[config.mk]
export PLATFORM = sky130hd
export DESIGN_NAME = fpd_iter_flat
export DESIGN_NICKNAME = d
export VERILOG_FILES = /design/src/rtl/fpd_iter_pkg.sv /design/src/rtl/fpd_iter_if.sv /design/src/rtl/fpd_iter_classify.sv /design/src/rtl/fpd_iter.sv /design/src/flat_wrapper.sv
export SDC_FILE = /design/constraint.sdc
export NUM_CORES = 1
export LEC_CHECK = 0
export ABC_AREA = 1
export CORE_ASPECT_RATIO = 0.6
export CORE_MARGIN = 2
export CORE_UTILIZATION = 56
export DETAILED_ROUTE_END_ITERATION = 8
export GPL_ROUTABILITY_DRIVEN = 0
export HOLD_SLACK_MARGIN = 0.08
export MAX_ROUTING_LAYER = met4
export PLACE_DENSITY_LB_ADDON = 0.3
export SLEW_MARGIN = 5
export SYNTH_ARGS = -nofsm -noshare
export SYNTH_HDL_FRONTEND = slang
export SYNTH_HIERARCHICAL = 1
export SYNTH_SLANG_ARGS = --single-unit
[constraint.sdc]
create_clock -name clk -period 4.2 [get_ports clk]
set_clock_uncertainty 0.1 [all_clocks]
set_input_delay 1.26 -clock clk [delete_from_list [all_inputs] [get_ports clk]]
set_output_delay 1.26 -clock clk [all_outputs]
set_load 0.02 [all_outputs]
[src/rtl/fpd_iter_pkg.sv]
// fpd_iter_pkg: shared constants, flag indices and FSM state encoding for the
// iterative single-precision divider.
package fpd_iter_pkg;

    localparam int EXP_W  = 8;
    localparam int MAN_W  = 23;
    localparam int BIAS   = 127;
    localparam int WORD_W = 1 + EXP_W + MAN_W;

    // Quotient bits produced by the divider: hidden bit, MAN_W fraction bits, guard, one extra
    localparam int QW    = MAN_W + 3;
    // Working exponent width: two extra bits so under/overflow stay representable
    localparam int EW    = EXP_W + 2;
    localparam int CNT_W = 5;

    localparam logic [WORD_W-1:0] QNAN    = {1'b0, {EXP_W{1'b1}}, 1'b1, {(MAN_W-1){1'b0}}};
    localparam logic [WORD_W-2:0] INF_MAG = {{EXP_W{1'b1}}, {MAN_W{1'b0}}};
    localparam logic [EW-1:0]     EXP_MAX = EW'((1 << EXP_W) - 1);

    // Bit positions inside the {nv,dz,of,uf} flag vector
    localparam int FLAG_NV = 3;
    localparam int FLAG_DZ = 2;
    localparam int FLAG_OF = 1;
    localparam int FLAG_UF = 0;

    typedef enum logic [2:0] {
        IDLE,
        UNPACK,
        DIVIDE,
        NORM,
        DONE
    } state_t;

endpackage

[src/rtl/fpd_iter_if.sv]
// fpd_iter_if: valid/ready operand and result bundle of the divider.
// master drives operands and consumes results; slave is the divider.
interface fpd_iter_if;
    import fpd_iter_pkg::*;

    logic              in_valid;
    logic              in_ready;
    logic [WORD_W-1:0] a;
    logic [WORD_W-1:0] b;
    logic              out_valid;
    logic              out_ready;
    logic [WORD_W-1:0] c;
    logic [3:0]        flags;

    modport master (
        output in_valid, a, b, out_ready,
        input  in_ready, out_valid, c, flags
    );

    modport slave (
        input  in_valid, a, b, out_ready,
        output in_ready, out_valid, c, flags
    );

endinterface

[src/rtl/fpd_iter_classify.sv]
// fpd_iter_classify: combinational operand classifier. Denormals (exp=0) are
// reported as zero; the mantissa output carries the hidden bit.
module fpd_iter_classify
    import fpd_iter_pkg::*;
(
    input  logic [WORD_W-1:0] op_i,
    output logic              is_nan_o,
    output logic              is_inf_o,
    output logic              is_zero_o,
    output logic              sign_o,
    output logic [EXP_W-1:0]  exp_o,
    output logic [MAN_W:0]    man_o
);

    logic expAllOnes;
    logic fracZero;

    assign sign_o     = op_i[WORD_W-1];
    assign exp_o      = op_i[WORD_W-2:MAN_W];
    assign man_o      = {1'b1, op_i[MAN_W-1:0]};
    assign expAllOnes = &op_i[WORD_W-2:MAN_W];
    assign fracZero   = (op_i[MAN_W-1:0] == '0);
    assign is_zero_o  = (op_i[WORD_W-2:MAN_W] == '0);
    assign is_inf_o   = expAllOnes & fracZero;
    assign is_nan_o   = expAllOnes & ~fracZero;

endmodule

[src/rtl/fpd_iter.sv]
// fpd_iter: iterative single-precision divider, c = a / b.
// Radix-2 restoring division, one quotient bit per clock, one operation in flight.
// Build option: define FPD_ROUND_EN for round-to-nearest-even; default truncates.
module fpd_iter
    import fpd_iter_pkg::*;
(
    input logic       clk,
    input logic       rst,
    fpd_iter_if.slave bus
);

    state_t              state_q, state_d;
    logic [WORD_W-1:0]   a_q, a_d;
    logic [WORD_W-1:0]   b_q, b_d;
    logic [MAN_W+1:0]    rem_q, rem_d;
    logic [MAN_W:0]      div_q, div_d;
    logic [QW-1:0]       quot_q, quot_d;
    logic [EW-1:0]       exp_q, exp_d;
    logic [CNT_W-1:0]    cnt_q, cnt_d;
    logic                sign_q, sign_d;
    logic [WORD_W-1:0]   c_q, c_d;
    logic [3:0]          flags_q, flags_d;

    logic                aNan, aInf, aZero, aSign;
    logic                bNan, bInf, bZero, bSign;
    logic [EXP_W-1:0]    aExp, bExp;
    logic [MAN_W:0]      aMan, bMan;
    logic                resSign;

    logic [MAN_W+2:0]    trial;
    logic                qBit;
    logic [MAN_W:0]      keptRem;

    logic [QW-1:0]       normQuot;
    logic [EW-1:0]       normExp;
    logic [MAN_W-1:0]    mant;
    logic                roundUp;
    logic [MAN_W:0]      mantRnd;
    logic [EW-1:0]       expRnd;
    logic                expOver;
    logic                expUnder;
    logic                unusedBits;

    fpd_iter_classify uClassA (
        .op_i      (a_q),
        .is_nan_o  (aNan),
        .is_inf_o  (aInf),
        .is_zero_o (aZero),
        .sign_o    (aSign),
        .exp_o     (aExp),
        .man_o     (aMan)
    );

    fpd_iter_classify uClassB (
        .op_i      (b_q),
        .is_nan_o  (bNan),
        .is_inf_o  (bInf),
        .is_zero_o (bZero),
        .sign_o    (bSign),
        .exp_o     (bExp),
        .man_o     (bMan)
    );

    assign resSign = aSign ^ bSign;

    // One restoring step: a clear sign on the trial difference means the divisor fits.
    always_comb begin
        trial   = {1'b0, rem_q} - {2'b00, div_q};
        qBit    = ~trial[MAN_W+2];
        keptRem = qBit ? trial[MAN_W:0] : rem_q[MAN_W:0];
    end

    // Normalise the quotient to 1.f, optionally round, then range-check the rounded exponent.
    always_comb begin
        normQuot = quot_q;
        normExp  = exp_q;
        if (!quot_q[QW-1]) begin
            normQuot = {quot_q[QW-2:0], 1'b0};
            normExp  = exp_q - EW'(1);
        end
        mant = normQuot[QW-2:2];
`ifdef FPD_ROUND_EN
        roundUp = normQuot[1] & (normQuot[0] | (rem_q != '0) | mant[0]);
`else
        roundUp = 1'b0;
`endif
        mantRnd  = {1'b0, mant} + {{MAN_W{1'b0}}, roundUp};
        expRnd   = normExp + {{(EW-1){1'b0}}, mantRnd[MAN_W]};
        expOver  = ~expRnd[EW-1] & (expRnd >= EXP_MAX);
        expUnder = expRnd[EW-1] | (expRnd == '0);
    end

    // The leading quotient bit is always 1 after normalisation and the trial's
    // second bit never survives a restore, so these bits carry no information.
`ifdef FPD_ROUND_EN
    assign unusedBits = normQuot[QW-1] ^ trial[MAN_W+1];
`else
    assign unusedBits = ^{normQuot[QW-1], normQuot[1:0], trial[MAN_W+1]};
`endif

    // Next state and datapath loads: accept, classify, iterate, pack, hand off.
    always_comb begin
        state_d = state_q;
        a_d     = a_q;
        b_d     = b_q;
        rem_d   = rem_q;
        div_d   = div_q;
        quot_d  = quot_q;
        exp_d   = exp_q;
        cnt_d   = cnt_q;
        sign_d  = sign_q;
        c_d     = c_q;
        flags_d = flags_q;
        unique case (state_q)
            IDLE: begin
                if (bus.in_valid) begin
                    a_d     = bus.a;
                    b_d     = bus.b;
                    state_d = UNPACK;
                end
            end
            UNPACK: begin
                sign_d  = resSign;
                flags_d = '0;
                if (aNan | bNan | (aZero & bZero) | (aInf & bInf)) begin
                    c_d              = QNAN;
                    flags_d[FLAG_NV] = 1'b1;
                    state_d          = DONE;
                end else if (aInf) begin
                    c_d     = {resSign, INF_MAG};
                    state_d = DONE;
                end else if (bZero) begin
                    c_d              = {resSign, INF_MAG};
                    flags_d[FLAG_DZ] = 1'b1;
                    state_d          = DONE;
                end else if (aZero | bInf) begin
                    c_d     = {resSign, {(WORD_W-1){1'b0}}};
                    state_d = DONE;
                end else begin
                    rem_d   = {1'b0, aMan};
                    div_d   = bMan;
                    quot_d  = '0;
                    cnt_d   = '0;
                    exp_d   = {2'b00, aExp} - {2'b00, bExp} + EW'(BIAS);
                    state_d = DIVIDE;
                end
            end
            DIVIDE: begin
                rem_d  = {keptRem, 1'b0};
                quot_d = {quot_q[QW-2:0], qBit};
                cnt_d  = cnt_q + CNT_W'(1);
                if (cnt_q == CNT_W'(QW-1)) begin
                    state_d = NORM;
                end
            end
            NORM: begin
                flags_d = '0;
                if (expOver) begin
                    c_d              = {sign_q, INF_MAG};
                    flags_d[FLAG_OF] = 1'b1;
                end else if (expUnder) begin
                    c_d              = {sign_q, {(WORD_W-1){1'b0}}};
                    flags_d[FLAG_UF] = 1'b1;
                end else begin
                    c_d = {sign_q, expRnd[EXP_W-1:0], mantRnd[MAN_W-1:0]};
                end
                state_d = DONE;
            end
            DONE: begin
                if (bus.out_ready) begin
                    state_d = IDLE;
                end
            end
            default: begin
                state_d = IDLE;
            end
        endcase
    end

    // State and datapath registers; reset abandons any divide in progress.
    always_ff @(posedge clk or negedge rst) begin
        if (!rst) begin
            state_q <= IDLE;
            a_q     <= '0;
            b_q     <= '0;
            rem_q   <= '0;
            div_q   <= '0;
            quot_q  <= '0;
            exp_q   <= '0;
            cnt_q   <= '0;
            sign_q  <= 1'b0;
            c_q     <= '0;
            flags_q <= '0;
        end else begin
            state_q <= state_d;
            a_q     <= a_d;
            b_q     <= b_d;
            rem_q   <= rem_d;
            div_q   <= div_d;
            quot_q  <= quot_d;
            exp_q   <= exp_d;
            cnt_q   <= cnt_d;
            sign_q  <= sign_d;
            c_q     <= c_d;
            flags_q <= flags_d;
        end
    end

    assign bus.in_ready  = (state_q == IDLE);
    assign bus.out_valid = (state_q == DONE);
    assign bus.c         = c_q;
    assign bus.flags     = flags_q;

endmodule

[src/flat_wrapper.sv]
// flat-port wrapper written by rule: the top's interface ports become plain ports
module fpd_iter_flat import fpd_iter_pkg::*;
  (clk, rst, bus_in_valid, bus_a, bus_b, bus_out_ready, bus_in_ready, bus_out_valid, bus_c, bus_flags);
  fpd_iter_if bus_i ();
  input logic clk;
  input logic rst;
  input wire logic [$bits(bus_i.in_valid)-1:0] bus_in_valid;
  input wire logic [$bits(bus_i.a)-1:0] bus_a;
  input wire logic [$bits(bus_i.b)-1:0] bus_b;
  input wire logic [$bits(bus_i.out_ready)-1:0] bus_out_ready;
  output wire logic [$bits(bus_i.in_ready)-1:0] bus_in_ready;
  output wire logic [$bits(bus_i.out_valid)-1:0] bus_out_valid;
  output wire logic [$bits(bus_i.c)-1:0] bus_c;
  output wire logic [$bits(bus_i.flags)-1:0] bus_flags;
  assign bus_i.in_valid = bus_in_valid;
  assign bus_i.a = bus_a;
  assign bus_i.b = bus_b;
  assign bus_i.out_ready = bus_out_ready;
  assign bus_in_ready = bus_i.in_ready;
  assign bus_out_valid = bus_i.out_valid;
  assign bus_c = bus_i.c;
  assign bus_flags = bus_i.flags;
  fpd_iter u_core (.clk(clk), .rst(rst), .bus(bus_i));
endmodule
# After elaboration in Yosys (flattened, before gate mapping)
# Index checks and enable logic that the tools add are counted.
# Widths: inputs -> output; s select.
# word_totals
regBits	194
inputBits	68
output_inout_bits	38
elab_cells	107
# classes
n_addsub	5
magnitude_cmp	1
n_eq_ne	13
mux	41
bitwise	21
reduce_logical	15
# op_table
op	count
$mux 32	4
$mux 25	5
$mux 26	4
$pmux 32 s2	1
$mux 31	2
$pmux 26 s2	1
$pmux 25 s2	1
$logic_not 23->1	2
$sub 25x24->26	1
$mux 24	1
$mux 3	7
$mux 5	4
$logic_not 8->1	2
$reduce_and 8->1	2
$pmux 3 s5	1
$ne 2x2->1 const B	6
$add 10x7->10 const B	1
$ge 10x8->1 const B	1
$logic_not 10->1	1
$mux 10	1
$pmux 5 s2	1
$reduce_and 5->1	2
$sub 10x1->10 const B	1
$sub 8x8->9	1
other kinds (17)	43

# Depth between registers and ports, before layout
# depth
depth_word	8
depth_mapped	18
ltp_nobuf	17

# By module
# Netlist, hierarchy kept.
# modules_own_cells
module	instances	cells_per_inst	area_per_inst_um2	seq_area_each_um2
fpd_iter	1	1281	10690.3	4854.7
fpd_iter_classify	2	69	404.1	0.0

# Least setup slack after synthesis
# Ideal clock, no wire load.
# synth_timing
path_kind	register -> output
start	reg u_core.state_q[1]
end	out bus_out_valid
t_arrival_ps	975
required_ps	2840
path_slack_ps	1865
stages_incl_launch_ff	2
n_path_buf	0
cell_sequence	dfrtp_1 > nor3_1
# synth_via
elab_chain_cells	1
# synth_rtl
item	line_no	source
start: declaration	fpd_iter.sv:12	state_t state_q, state_d;
start signal: assignment	fpd_iter.sv:195	state_q <= state_d;
$eq 3x3->1	fpd_iter.sv:210	assign bus.out_valid = (state_q == DONE);
end: declaration	flat_wrapper.sv:12	output wire logic [$bits(bus_i.out_valid)-1:0] bus_out_valid;
# Every way passes these cells.

# Final worst setup path
# layout_timing
start	reg u_core.state_q[0]
end	out bus_in_ready
# layout_via
elab_chain_cells	1
# layout_rtl
item	line_no	source
$logic_not 3->1	fpd_iter.sv:209	assign bus.in_ready = (state_q == IDLE);
end: declaration	flat_wrapper.sv:11	output wire logic [$bits(bus_i.in_ready)-1:0] bus_in_ready;
# Every way passes these cells.

==> implementation parameters <==
Parameter                              Value

Run status
  Status    finished, final reports clean

Detailed routing
  Drt pass-1 iters    5
  Post-Route WL    about 28000 um
  Number of nets still failing antenna checks after routing    0
  First DRT Iteration DRCs    around 1100
  Number of vias per cell after detailed routing    5.53
  Avg WL per Cell    around 16 um
  Detailed-route DRC error count    0
  Vias after detailed routing    9589

Clocking
  Total clock sinks    slightly below 200
  Clock Pin Slew Worst Setup and Hold Paths    70 ps
  Number of H-tree levels    4
  Number of buffers between clock root and the deepest sink    2
  Post-CTS setup-driven buffer insertion count    0
  CTS tree    yes
  Skew-Pair Late Insertion Delay    roughly 440 ps
  Number of CTS-inserted buffers    17
  CTS Root Buffer Type    sky130_fd_sc_hd__clkbuf_16
  Resized cells post-CTS    0
  Number of buffers inserted by hold repair at cts    0

Finish
  Ant diodes    0
  Final #Nets    approximately 1600
  Layout cell share with drive strength beyond 1    12.1%
  Fin area    around 0.013 mm^2
  Layout area overhead    12.5%

Setup path
  Arrival time at the worst endpoint    a little under 2000 ps
  Worst setup path category    reg2out
  Library cell contributing the largest single delay on the critical path    sky130_fd_sc_hd__clkdlybuf4s50_1
  Reg-to-reg startpoint    u_core/a_q[13]
  Worst reg2reg path depth    17
  Critical path launch point type    flop
  Critical path's largest stage delay    660 ps
  Slack of the worst reg-to-reg path    1190 ps
  Critical path required time    around 2800 ps
  CP max FO    4
  Endpoint type of the worst setup path    primary output
  Cell family contributing the most delay on the critical path    buffers and inverters
  Crit-path cells    nor2_1 > inv_1 > nor2_1 > clkdlybuf4s50_1
  Crit Reg-Reg Endpoint    u_core/bus.c[25]
  Library cell appearing most often on the critical path    sky130_fd_sc_hd__nor2_1
  Buffers and inverters on the worst path    2

Floorplanning
  Starting density of the core    a little under three fifths
  Die Area    roughly 0.022 mm^2
  Placeable Area    ~0.02 mm^2
  Num rows    40
  Overall die width    189 um
  Vertical die dimension    115 um
  Number of top-level pins    around 110

Global routing
  Gr usage total    28.2%
  Maximum number of pins on one net before global-route repair    83
  Remaining global-route overflow    0
  Via count of the first global-routing pass    ~9000
  Initial antenna violation count    1
  Global-route wire length before repair    ~46000 um

Timing
  Accumulated negative setup slack    0 ps
  Worst setup margin    roughly 850 ps
  Achievable clock frequency    just under 0.3 GHz
  Slew headroom    roughly 46%
  Fin Hold WS    about 380 ps
  Setup repair after global routing missed its margin    false
  Post-route fraction of the period consumed by the critical path    between 70% and 80%
  Slew of the pin with the lowest slew margin    around 800 ps
  Final critical delay including setup and external delays    roughly 3400 ps
  Final number of max-transition violations    0
  Final Hold Viols    0
  Number of setup violations in the final report    0

Placed design
  Cell Area, Placed    0.0123 mm^2
  Estimated wirelength of the detail-placed design    20800 um
  Number of I/O port buffers    about 110
  Worst slack at placement    between 1000 and 1500 ps

Run
  Max_cap viols    0

Synthesis
  Proportion of netlist area held by the largest area contributor    a little over two fifths
  Post-synth cell types    50
  Number of synthesized flops with an enable pin    0
  Post-Synthesis Net Count    roughly 1500
  Mux contribution to synthesized area    under 10%
  Area of the mapped netlist    about 0.011 mm^2
  Average footprint of a synthesized cell    about 8.1 um^2
  Top area cells in the synthesized netlist    sky130_fd_sc_hd__dfrtp_1 (42%), sky130_fd_sc_hd__nand2_1 (10%), sky130_fd_sc_hd__mux2_2 (6.3%)
  Ys Warns    6
  Post-synth top area cell    sky130_fd_sc_hd__dfrtp_1
  Most used DFF post-synth    sky130_fd_sc_hd__dfrtp_1
  Fraction of registers with async set/reset    100%
  Synth Area in XOR/XNOR    roughly 1.7%
  Area share of and/or/nand/nor cells after synthesis    22.1%
  Compound-cell area share of the yosys netlist    11.2%
  Fraction of the mapped netlist area in adder cells    roughly 4.3%
  Number of storage elements in the synthesis netlist    approximately 190
  Post-Synthesis Cells    1419
  Main combinational cell family by area after synthesis    simple AND/OR/NAND/NOR gates
  Portion of the post-synthesis area used by sequential elements    between 40% and 50%

Pwr
  Int Power    6.14 mW
  Proportion of power drawn by the clock network    between 10% and 20%
  Sw Ratio    a little under half
  Lkg Pwr    roughly 6.0 nW
  Share of power burned in registers    between 20% and 30%
  Combinational power share    just under 60%
  Power density over the cells    slightly above 900 mW/mm^2
  Peak VDD IR    0.509 mV
  Switching power summed over all nets    5.62 mW

Min path
  Hold/Removal Path Class    reg2reg
  Worst hold path startpoint    u_core/bus.c[12]
  Cell depth of the worst min-delay path    2
  Worst Hold Path EP    u_core/bus.c[12]
cell usage in the layout (no fill, tap or decap), types with 10 or more instances in the layout:
cell,synthesis,layout
sky130_fd_sc_hd__nand2_1,312,311
sky130_fd_sc_hd__dfrtp_1,194,194
sky130_fd_sc_hd__inv_1,173,173
sky130_fd_sc_hd__nor2_1,111,110
sky130_fd_sc_hd__clkdlybuf4s50_1,0,104
sky130_fd_sc_hd__o21ai_0,84,84
sky130_fd_sc_hd__nand3_1,77,77
sky130_fd_sc_hd__mux2_2,64,64
sky130_fd_sc_hd__a21oi_1,51,51
sky130_fd_sc_hd__o22ai_1,38,38
sky130_fd_sc_hd__ha_1,36,36
sky130_fd_sc_hd__o21ai_1,26,26
sky130_fd_sc_hd__nand2_2,18,19
sky130_fd_sc_hd__clkbuf_16,0,17
sky130_fd_sc_hd__nand4_1,15,15
sky130_fd_sc_hd__buf_4,71,13
sky130_fd_sc_hd__xor2_1,12,12
sky130_fd_sc_hd__or2_2,12,12
sky130_fd_sc_hd__o21ai_2,11,11
sky130_fd_sc_hd__xnor2_1,10,10
power groups by stage:
stage                     registers (mW)  logic, mW  clock network, mW
after floorplan                     3.14       5.40                  0
after global placement              3.19       6.39                  0
after CTS                           3.20       6.67               1.75
final                               3.22       6.83               1.72
after global routing                3.31       7.57               1.83
after detailed placement            3.22       6.60                  0
cells by family (layout without fill, tap and decap cells):
group	count (synthesis)	count (layout)
simple gates	580	580
buf+inv	290	331
compound gates	229	229
flops	194	194
mux	64	64
fa+ha+maj	38	38
xor+xnor	22	22
other cells	2	2
stage by stage:
step,total power [mW],utilization (%),cells
after floorplan,8.54,-,1419
after global placement,9.58,61.3,1701
after detailed placement,9.82,61.3,1701
after global routing,12.7,64.4,1733
final,11.8,64.4,1733
after CTS,11.6,64.4,1733
final cells by class:
cell class,count,area [um^2]
Multi-Input combinational cell,935,5250
Fill cell,1671,7140
Timing Repair Buffer,120,1190
Inverter,179,672
Sequential cell,194,4850
Clock inverter,12,175
Clock buffer,20,447
Tap cell,273,342
tightest hold or removal path, cell delays in order, from the launching register on:
cell and delay (ps):
sky130_fd_sc_hd__dfrtp_1 340, sky130_fd_sc_hd__nand2_1 60, sky130_fd_sc_hd__o21ai_2 40
worst max-delay path by stage:
stage | end | startpoint | depth (start not counted) | slack, ps
after floorplan | bus_out_valid | u_core/state_q[1] | 1 | 1860
after global placement | u_core/b_q[7] | bus_in_valid | 4 | 1180
after detailed placement | u_core/b_q[17] | bus_in_valid | 4 | 1140
after CTS | bus_in_ready | u_core/state_q[0] | 4 | 840
after global routing | bus_in_ready | u_core/state_q[0] | 4 | 790
final | bus_in_ready | u_core/state_q[0] | 4 | 850
synth_stat cells, types with 7 or more instances:
| cell type | n |
|---|---|
| sky130_fd_sc_hd__buf_4 | 71 |
| sky130_fd_sc_hd__dfrtp_1 | 194 |
| sky130_fd_sc_hd__a21oi_1 | 51 |
| sky130_fd_sc_hd__xor2_1 | 12 |
| sky130_fd_sc_hd__inv_1 | 173 |
| sky130_fd_sc_hd__o22ai_1 | 38 |
| sky130_fd_sc_hd__nor3_1 | 8 |
| sky130_fd_sc_hd__buf_2 | 16 |
| sky130_fd_sc_hd__o21ai_2 | 11 |
| sky130_fd_sc_hd__o21ai_1 | 26 |
| sky130_fd_sc_hd__nand2_2 | 18 |
| sky130_fd_sc_hd__mux2_2 | 64 |
| sky130_fd_sc_hd__xnor2_1 | 10 |
| sky130_fd_sc_hd__or2_2 | 12 |
| sky130_fd_sc_hd__nor2_1 | 111 |
| sky130_fd_sc_hd__ha_1 | 36 |
| sky130_fd_sc_hd__o21ai_0 | 84 |
| sky130_fd_sc_hd__o21bai_1 | 7 |
| sky130_fd_sc_hd__clkbuf_1 | 20 |
| sky130_fd_sc_hd__nand2_1 | 312 |
| sky130_fd_sc_hd__nand4_1 | 15 |
| sky130_fd_sc_hd__nand3_1 | 77 |
metal layers:
layer | up-vias | global-route usage (%) | part of all wire (%)
met5 | - | - | 0
met4 | 0 | 7.60 | 1.9
met3 | 47 | 6.90 | 9.2
met2 | 418 | 37.3 | 39
met1 | 4534 | 42.5 | 50
li1 | 4590 | - | -
state kept, by name, summed over array words and instances, names as in the netlist:
name / count
u_core/rem_q: 25
u_core/quot_q: 26
u_core/bus.c: 32
u_core/bus.flags: 4
u_core/state_q: 3
u_core/cnt_q: 5
u_core/a_q: 32
u_core/div_q: 24
u_core/b_q: 32
u_core/sign_q: 1
u_core/exp_q: 10
Note: power is estimated with default switching activity, not from simulation.
